===== src/rtl/dual_issue_scheduler.sv =====
// Dual-issue scheduler: decides per cycle which decoder ways go to the EU,
// hands out pID tags in order and tracks in-flight destinations for RAW stalls.
module dual_issue_scheduler #(
  parameter int NUM_PID = 4,
  parameter int PID_W   = 2,
  parameter int REG_AW  = 5
) (
  input  logic              clk,
  input  logic              rst_n,
  input  logic              way0_valid_i,
  input  logic [REG_AW-1:0] way0_rs1Addr_i,
  input  logic [REG_AW-1:0] way0_rs2Addr_i,
  input  logic              way0_rs1ReadEnable_i,
  input  logic              way0_rs2ReadEnable_i,
  input  logic [REG_AW-1:0] way0_rdAddr_i,
  input  logic              way0_rdWriteEnable_i,
  output logic              way0_ready_o,
  input  logic              way1_valid_i,
  input  logic [REG_AW-1:0] way1_rs1Addr_i,
  input  logic [REG_AW-1:0] way1_rs2Addr_i,
  input  logic              way1_rs1ReadEnable_i,
  input  logic              way1_rs2ReadEnable_i,
  input  logic [REG_AW-1:0] way1_rdAddr_i,
  input  logic              way1_rdWriteEnable_i,
  output logic              way1_ready_o,
  input  logic              eu_ready_i,
  output logic              way0_issue_o,
  output logic [PID_W-1:0]  way0_pID_o,
  output logic              way1_issue_o,
  output logic [PID_W-1:0]  way1_pID_o,
  input  logic              wb_valid_i,
  input  logic [PID_W-1:0]  wb_pID_i,
  input  logic              flush_i,
  output logic              sb_full_o
);

  typedef enum logic {ST_PAIR, ST_W1ONLY} state_t;

  state_t             r_state;
  state_t             w_stateNext;
  logic [NUM_PID-1:0] r_busy;
  logic [NUM_PID-1:0] r_wr;
  logic [REG_AW-1:0]  r_rd [NUM_PID];
  logic [PID_W-1:0]   r_ptr;
  logic               r_issue0;
  logic               r_issue1;
  logic [PID_W-1:0]   r_pid0;
  logic [PID_W-1:0]   r_pid1;

  logic               w_go;
  logic [PID_W-1:0]   w_ptr1;
  logic [PID_W-1:0]   w_ptrW1;
  logic               w_free0;
  logic               w_free1;
  logic               w_haz0;
  logic               w_haz1;
  logic               w_intra;
  logic               w_issue0;
  logic               w_issue1;

  // Nothing is accepted while reset is held so every output reads 0 in reset.
  assign w_go    = eu_ready_i & ~flush_i & rst_n;
  assign w_ptr1  = r_ptr + PID_W'(1);
  assign w_free0 = ~r_busy[r_ptr];
  assign w_free1 = ~r_busy[w_ptr1];
  assign w_ptrW1 = w_issue0 ? w_ptr1 : r_ptr;

  always_comb begin
    w_haz0 = 1'b0;
    w_haz1 = 1'b0;
    for (int p = 0; p < NUM_PID; p++) begin
      if (r_busy[p] && r_wr[p]) begin
        if (way0_rs1ReadEnable_i && (way0_rs1Addr_i != '0) && (way0_rs1Addr_i == r_rd[p]))
          w_haz0 = 1'b1;
        if (way0_rs2ReadEnable_i && (way0_rs2Addr_i != '0) && (way0_rs2Addr_i == r_rd[p]))
          w_haz0 = 1'b1;
        if (way1_rs1ReadEnable_i && (way1_rs1Addr_i != '0) && (way1_rs1Addr_i == r_rd[p]))
          w_haz1 = 1'b1;
        if (way1_rs2ReadEnable_i && (way1_rs2Addr_i != '0) && (way1_rs2Addr_i == r_rd[p]))
          w_haz1 = 1'b1;
      end
    end
  end

  // Younger way reading the older way's destination inside the same pair.
  assign w_intra = way0_rdWriteEnable_i && (way0_rdAddr_i != '0) &&
                   ((way1_rs1ReadEnable_i && (way1_rs1Addr_i == way0_rdAddr_i)) ||
                    (way1_rs2ReadEnable_i && (way1_rs2Addr_i == way0_rdAddr_i)));

  always_comb begin
    w_issue0    = 1'b0;
    w_issue1    = 1'b0;
    w_stateNext = r_state;
    case (r_state)
      ST_PAIR: begin
        w_issue0 = w_go && way0_valid_i && !w_haz0 && w_free0;
        if (w_issue0) begin
          w_issue1 = way1_valid_i && !w_haz1 && !w_intra && w_free1;
          if (way1_valid_i && !w_issue1)
            w_stateNext = ST_W1ONLY;
        end else if (!way0_valid_i) begin
          w_issue1 = w_go && way1_valid_i && !w_haz1 && w_free0;
        end
      end
      ST_W1ONLY: begin
        w_issue1 = w_go && way1_valid_i && !w_haz1 && w_free0;
        if (w_issue1)
          w_stateNext = ST_PAIR;
      end
      default: w_stateNext = ST_PAIR;
    endcase
    if (flush_i)
      w_stateNext = ST_PAIR;
  end

  always_ff @(posedge clk or negedge rst_n) begin
    if (!rst_n)
      r_state <= ST_PAIR;
    else
      r_state <= w_stateNext;
  end

  // Writeback clears only busy entries; allocation only targets free ones,
  // so the two never touch the same entry in one cycle.
  always_ff @(posedge clk or negedge rst_n) begin
    if (!rst_n) begin
      r_busy <= '0;
      r_wr   <= '0;
      r_ptr  <= '0;
      for (int p = 0; p < NUM_PID; p++)
        r_rd[p] <= '0;
    end else if (flush_i) begin
      r_busy <= '0;
      r_ptr  <= '0;
    end else begin
      if (wb_valid_i && r_busy[wb_pID_i])
        r_busy[wb_pID_i] <= 1'b0;
      if (w_issue0) begin
        r_busy[r_ptr] <= 1'b1;
        r_rd[r_ptr]   <= way0_rdAddr_i;
        r_wr[r_ptr]   <= way0_rdWriteEnable_i;
      end
      if (w_issue1) begin
        r_busy[w_ptrW1] <= 1'b1;
        r_rd[w_ptrW1]   <= way1_rdAddr_i;
        r_wr[w_ptrW1]   <= way1_rdWriteEnable_i;
      end
      if (w_issue0 && w_issue1)
        r_ptr <= r_ptr + PID_W'(2);
      else if (w_issue0 || w_issue1)
        r_ptr <= w_ptr1;
    end
  end

  always_ff @(posedge clk or negedge rst_n) begin
    if (!rst_n) begin
      r_issue0 <= 1'b0;
      r_issue1 <= 1'b0;
      r_pid0   <= '0;
      r_pid1   <= '0;
    end else begin
      r_issue0 <= w_issue0;
      r_issue1 <= w_issue1;
      if (w_issue0)
        r_pid0 <= r_ptr;
      if (w_issue1)
        r_pid1 <= w_ptrW1;
    end
  end

  assign way0_ready_o = w_issue0;
  assign way1_ready_o = w_issue1;
  assign way0_issue_o = r_issue0;
  assign way1_issue_o = r_issue1;
  assign way0_pID_o   = r_pid0;
  assign way1_pID_o   = r_pid1;
  assign sb_full_o    = &r_busy;

endmodule


===== config.mk =====
export PLATFORM = sky130hd
export DESIGN_NAME = dual_issue_scheduler
export DESIGN_NICKNAME = d
export VERILOG_FILES = /design/src/rtl/dual_issue_scheduler.sv
export SDC_FILE = /design/constraint.sdc
export NUM_CORES = 1
export LEC_CHECK = 0
export CORE_MARGIN = 3
export CORE_UTILIZATION = 40
export CTS_BUF_LIST = sky130_fd_sc_hd__clkbuf_16
export DETAILED_ROUTE_END_ITERATION = 10
export GPL_TIMING_DRIVEN = 0
export PLACE_DENSITY = 0.61
export SLEW_MARGIN = 20
export SYNTH_ARGS = -nofsm -noshare
export SYNTH_HDL_FRONTEND = slang
export SYNTH_SLANG_ARGS = --single-unit

===== constraint.sdc =====
create_clock -name clk -period 8.2 [get_ports clk]
set_input_delay 2.46 -clock clk [delete_from_list [all_inputs] [get_ports clk]]
set_output_delay 2.46 -clock clk [all_outputs]
set_load 0.05 [all_outputs]

Word level (Yosys, flattened, before mapping). Index checks and enable logic that the tools add are counted.

Flip-flop bits (word level): 37. Logic and storage cells: 182.

$add $sub $neg: 2. Order comparisons: 11. Equal/unequal tests: 18. Multiplexer cells: 69. Bitwise logic cells: 12. Reduce and logical (&&, ||, !) cells: 58.

Operators with widths (count): 5-bit == test (18); 20-bit 2-to-1 mux (3); 1-bit logical AND (45); 20-bit bitwise mux (2); 1-bit 2-to-1 mux (37); 4-bit 2-to-1 mux (9); 5-bit nonzero test (5); 5-bit demux with 2-bit select (2); 2-bit by 3-bit < comparator with 1-bit output, second input constant (4); 5-bit 2-to-1 mux (2); 4-bit bitwise mux (2); 2-bit 2-to-1 mux (4); 4-bit OR (2); 1-bit binary-select mux with 2-bit select (3); 1-bit demux with 2-bit select (3); 2-bit by 1-bit greater-or-equal comparator with 1-bit output, second input constant (3); 3-bit greater-or-equal comparator, second input constant (2); 3-bit by 1-bit < comparator with 1-bit output, second input constant (2); 2-bit NOT with 3-bit output (2); 4-bit AND (1); 1-bit zero test (4); 1-bit NOT (4); 4-bit NOT (1); 1-bit case mux with 2 select lines (2); 6 further kinds (8).

Logic depth before layout (Yosys ltp).
Word-level depth: 27. Depth in mapped cells: 11. Gate-level depth less buffers: 9.

Least setup slack after synthesis. No wires, ideal clock.

Path kind: input-to-output. Start: input way0_rs1Addr_i[1]. End: output way0_ready_o. Data arrival time: 4.337 ns. Slack: 1.403 ns. Stages: 6. Path through: buf_2 -> or4_1 -> o21ai_0 -> o221ai_2 -> clkinv_4 -> clkbuf_1.

Longest elaborated chain between the ends: 19. Elaborated cells between the ends (all ways): 26. Those cells by class: eq/ne: 4; mux: 13; reduce/logical: 9.

RTL lines: start: declaration (RTL line 11) `input logic [REG_AW-1:0] way0_rs1Addr_i,`; 5-bit nonzero test (RTL line 73) `if (way0_rs1ReadEnable_i && (way0_rs1Addr_i != '0) && (way0_rs1Addr_i == r_rd[p]))`; 1-bit logical AND (2 in series) (RTL line 73); 1-bit 2-to-1 mux (RTL line 73); 1-bit 2-to-1 mux (RTL line 75) `if (way0_rs2ReadEnable_i && (way0_rs2Addr_i != '0) && (way0_rs2Addr_i == r_rd[p]))`; 1-bit 2-to-1 mux (RTL line 72) `if (r_busy[p] && r_wr[p]) begin`; 1-bit 2-to-1 mux (RTL line 73); 1-bit 2-to-1 mux (RTL line 75); 1-bit 2-to-1 mux (RTL line 72); 1-bit 2-to-1 mux (RTL line 73); 1-bit 2-to-1 mux (RTL line 75); 1-bit 2-to-1 mux (RTL line 72); 1-bit 2-to-1 mux (RTL line 73); 1-bit 2-to-1 mux (RTL line 75); 1-bit 2-to-1 mux (*) (RTL line 72); 1-bit zero test (*) (RTL line 96) `w_issue0 = w_go && way0_valid_i && !w_haz0 && w_free0;`; 1-bit logical AND (*) (2 in series) (RTL line 96); 1-bit 2-to-1 mux (*) (RTL line 94) `case (r_state)`; end: declaration (RTL line 17) `output logic way0_ready_o,`.

Mark *: on every way between the ends. The rest lies on a longest branch, timed or not.

Final worst setup path.
Start: input way1_rs2Addr_i[1]. End: output way1_ready_o.

Longest elaborated chain between the ends: 20. Elaborated cells between the ends (all ways): 35. Those cells by class: eq/ne: 5; mux: 14; reduce/logical: 16.

RTL lines: start: declaration (RTL line 20) `input logic [REG_AW-1:0] way1_rs2Addr_i,`; 5-bit nonzero test (RTL line 79) `if (way1_rs2ReadEnable_i && (way1_rs2Addr_i != '0) && (way1_rs2Addr_i == r_rd[p]))`; 1-bit logical AND (2 in series) (RTL line 79); 1-bit 2-to-1 mux (RTL line 79); 1-bit 2-to-1 mux (RTL line 72); 1-bit 2-to-1 mux (RTL line 77) `if (way1_rs1ReadEnable_i && (way1_rs1Addr_i != '0) && (way1_rs1Addr_i == r_rd[p]))`; 1-bit 2-to-1 mux (RTL line 79); 1-bit 2-to-1 mux (RTL line 72); 1-bit 2-to-1 mux (RTL line 77); [... 2 more ...]; 1-bit 2-to-1 mux (RTL line 77); 1-bit 2-to-1 mux (RTL line 79); 1-bit 2-to-1 mux (RTL line 72); 1-bit zero test (RTL line 98, 102, 106); 1-bit logical AND, on equally long branches (2 in series) (RTL line 102, 106, 98); 1-bit 2-to-1 mux or 1-bit logical AND (tied branches) (RTL line 101, 98); 1-bit 2-to-1 mux (RTL line 97) `if (w_issue0) begin`; 1-bit case mux with 2 select lines (*) (RTL line 94); end: declaration (RTL line 25) `output logic way1_ready_o,`.

Marked as above.

==> metrics.log <==
INFO  metric timing.hold.worst_path_depth = 2
INFO  metric detail_route.first_pass.iterations = 5
INFO  metric coreArea = 0.008382 mm2
INFO  metric max_cap_viol_count = 0
INFO  metric floorplan.die_area = 0.009997 mm2
INFO  metric synth_top_cell_by_area = dfrtp_1
INFO  metric place_worst_setup_slack = 0.2395 ns
INFO  metric mapped_area = 0.003533 mm2
INFO  metric synth_area_leaders = dfrtp_1 26%, xnor2_1 17%, xor2_1 6.2%
INFO  metric floorplan.io_pins = 54
INFO  metric worst-path-max-fanout = 11
INFO  metric cts.htree.levels = 2
INFO  metric grt_remaining_overflow = 0
INFO  metric remaining_drc_errors = 0
INFO  metric sequential_to_total_area_share_from_yosys_stat = 26.20%
INFO  metric drive_above_1_share = 17.93%
INFO  metric clock-root-buffer = clkbuf_16
INFO  metric synth.yosys.warnings = 0
INFO  metric detailed_router_s_first_iteration_violation_count = 410
INFO  metric drt.antenna.violating_nets = 0
INFO  metric nets = 483
INFO  metric slack_of_the_worst_reg_to_reg_path = 4.75 ns
INFO  metric route.final.wire_length = 10730 um
INFO  metric vias_per_cell = 5.876
INFO  metric yosysTopAreaCellShare = 26.20%
INFO  metric cts_buffer_depth = 2
INFO  metric nFillCells = 804
INFO  metric vias = 3173
INFO  metric rr_worst_depth = 11
INFO  metric setup_viol = 0
INFO  metric clk_pin_slew = 0.06 ns
INFO  metric setup_total_negative_slack = 0 ns
INFO  metric final_cycle_share = 97.06%
INFO  metric die_wd = 99.99 um
INFO  metric critical_path.endpoint_type = output port
INFO  metric min_path_type = register to register
INFO  metric layout_area_overhead = 16.32%
INFO  metric io_buffers = 28
INFO  metric worstMarginPinSlew = 0.6303 ns
INFO  metric timing.rr.start = r_ptr[0]
INFO  metric cts.repair.resized = 0
INFO  metric worst_setup_path_start_kind = primary input
INFO  metric power-per-cell-area = 190.5 mW/mm2
INFO  metric synth_area_per_cell = 8.878 um2
INFO  metric vdd_ir_drop_max = 0.1173 mV
INFO  metric maxSlewHeadroom = 57.98%
INFO  metric synthDistinctLibCells = 53
INFO  metric synthTopCellsByCount = 67 x xnor2_1, 38 x buf_2, 37 x dfrtp_1, 30 x inv_1, 25 x xor2_1
INFO  metric postSynthNetCount = 447
INFO  metric run_status = completed
INFO  metric floorplan.rows = 33
INFO  metric ys_async_sr_fraction = 100.0%
INFO  metric clk_latency = 0.29 ns
INFO  metric fmax = 0.1256 GHz
INFO  metric cp_data_required_time = 5.74 ns
INFO  metric initial_utilization = 42.16%
INFO  metric crit_path_start = way1_rs2Addr_i[1]
INFO  metric cts.repair_timing.setup_buffer_count = 0
INFO  metric critical_path_class = primary input to output port
INFO  metric cts_tree = built
INFO  metric numClockSinks = 37
INFO  metric synth_edf_count = 0
INFO  metric drv_slew = 0
INFO  metric insertedDiodeCount = 0
INFO  metric grt_pass1_vias = 3167
INFO  metric grt_antenna_before_repair = 0
INFO  metric grt_start_max_net_pins = 23
INFO  metric arrival = 5.50 ns
INFO  metric cts_buffers = 5
INFO  metric gpl.final_weighted_congestion = 0.8656
INFO  metric dieHeight = 99.99 um
INFO  metric cts_hold_buffers = 0
INFO  metric synth-main-ff-cell = dfrtp_1
INFO  metric place_hpwl = 8137 um
INFO  metric postSynthCellCount = 398
INFO  metric finalClockSkew = 0.009020 ns
INFO  metric min_period = 7.959 ns
INFO  metric routedWlPerCell = 19.86 um
INFO  metric setup_slack = 0.2408 ns
INFO  metric synth_seq_cells = 37
INFO  metric hp-start = way0_pID_o[0]
INFO  metric post-synth-top-count-cell = xnor2_1
INFO  metric finalHoldViolations = 0
INFO  metric grt_setup_unrepaired = false
INFO  metric grt_first_pass_wirelength = 17210 um
INFO  metric finalCoreUtilization = 49.04%
INFO  metric power.static_leakage = 1.619 nW
INFO  metric global_route_usage_sum = 22.28%
flip-flops by register name (all words and copies together), names as in the netlist:
name,cells
way0_pID_o,2
r_ptr,2
r_busy,4
r_rd,20
r_state,1
r_wr,4
way1_issue_o,1
way0_issue_o,1
way1_pID_o,2
report_power, final:
group	internal, W	switching (W)	total [W]
combinational	0.000161	0.000202	0.000363
sequential	0.000218	0.0000107	0.000228
clock	0.000112	0.0000801	0.000192
total	0.000490	0.000293	0.000783
stage by stage:
stage / hold WS (ns) / power [W] / area (um2) / instances
after global placement: 0.4699 / 0.0005799 / 3945 / 531
after global routing: 0.5304 / 0.0008254 / 4110 / 540
after floorplan: 0.5127 / 0.0005002 / 3533 / 398
after CTS: 0.4874 / 0.0007800 / 4110 / 540
final: 0.4844 / 0.0007830 / 4110 / 540
after detailed placement: 0.4738 / 0.0005901 / 3968 / 532
cells by family after synthesis:
group / after synthesis / synth area share, %
buffers and inverters: 89 / 13.99
adders and majority gates: 4 / 1.416
and+or+nand+nor: 86 / 13.67
xor gates and xnor gates: 92 / 22.80
DFF: 37 / 26.20
muxes: 6 / 2.904
AOI/OAI and AO/OA: 84 / 19.02
worst max-delay path: stages:
cell and delay [ns]:
buf_2 0.15, or4_1 0.51, o21ai_0 0.42, o221ai_2 0.25
nor3b_4 0.53, buf_8 0.23, buf_12 0.14, clkdlybuf4s50_1 0.80
layout by cell type (no fill, tap or decap), types with 5 or more instances in the layout:
cell type        netlist  layout
nor4_1                 7       7
nor2_1                11      11
inv_1                 30      30
a221oi_1              21      21
nand4_1               16      16
dfrtp_1               37      37
clkdlybuf4s50_1        0      27
a21oi_1                9       9
buf_6                  7       7
nand2_1               17      17
xor2_1                25      25
a221o_1               12      12
buf_2                 38      39
clkbuf_16              0       5
o21ai_0               18      18
xnor2_1               67      67
nor3_1                16      16
area by class of cell:
type,count,area [um2],share of cell area (%)
flip-flops and latches,37,925.9,22.53
clock buffers,5,125.1,3.044
repair buffers,29,302.8,7.367
plain buffers,57,369.1,8.980
multi-input cells,272,2113,51.42
well taps,105,131.4,3.196
inverters,32,125.1,3.044
clock inverters,3,17.52,0.4262
path summary, 6_finish.rpt:
| check | to |
|---|---|
| min in group asynchronous | r_busy[2] |
| worst max register to register | r_rd[19] |
| worst min-delay path | way0_pID_o[0] |
| worst min register to register | way0_pID_o[0] |
| worst max-delay path | way1_ready_o |
| max in group asynchronous | r_rd[1] |
metal layers:
metal  vias up  wire length [um]  GRT usage, %  part of all wire [%]
li1       1480                 -             -                     -
met1      1531              4796         31.70                    45
met2       149              5002         35.15                    47
met3        13               745         2.363                   6.9
met4         0               180         7.979                   1.7
met5         -                 0             0                     0
Power figures use the tool's default switching activity.
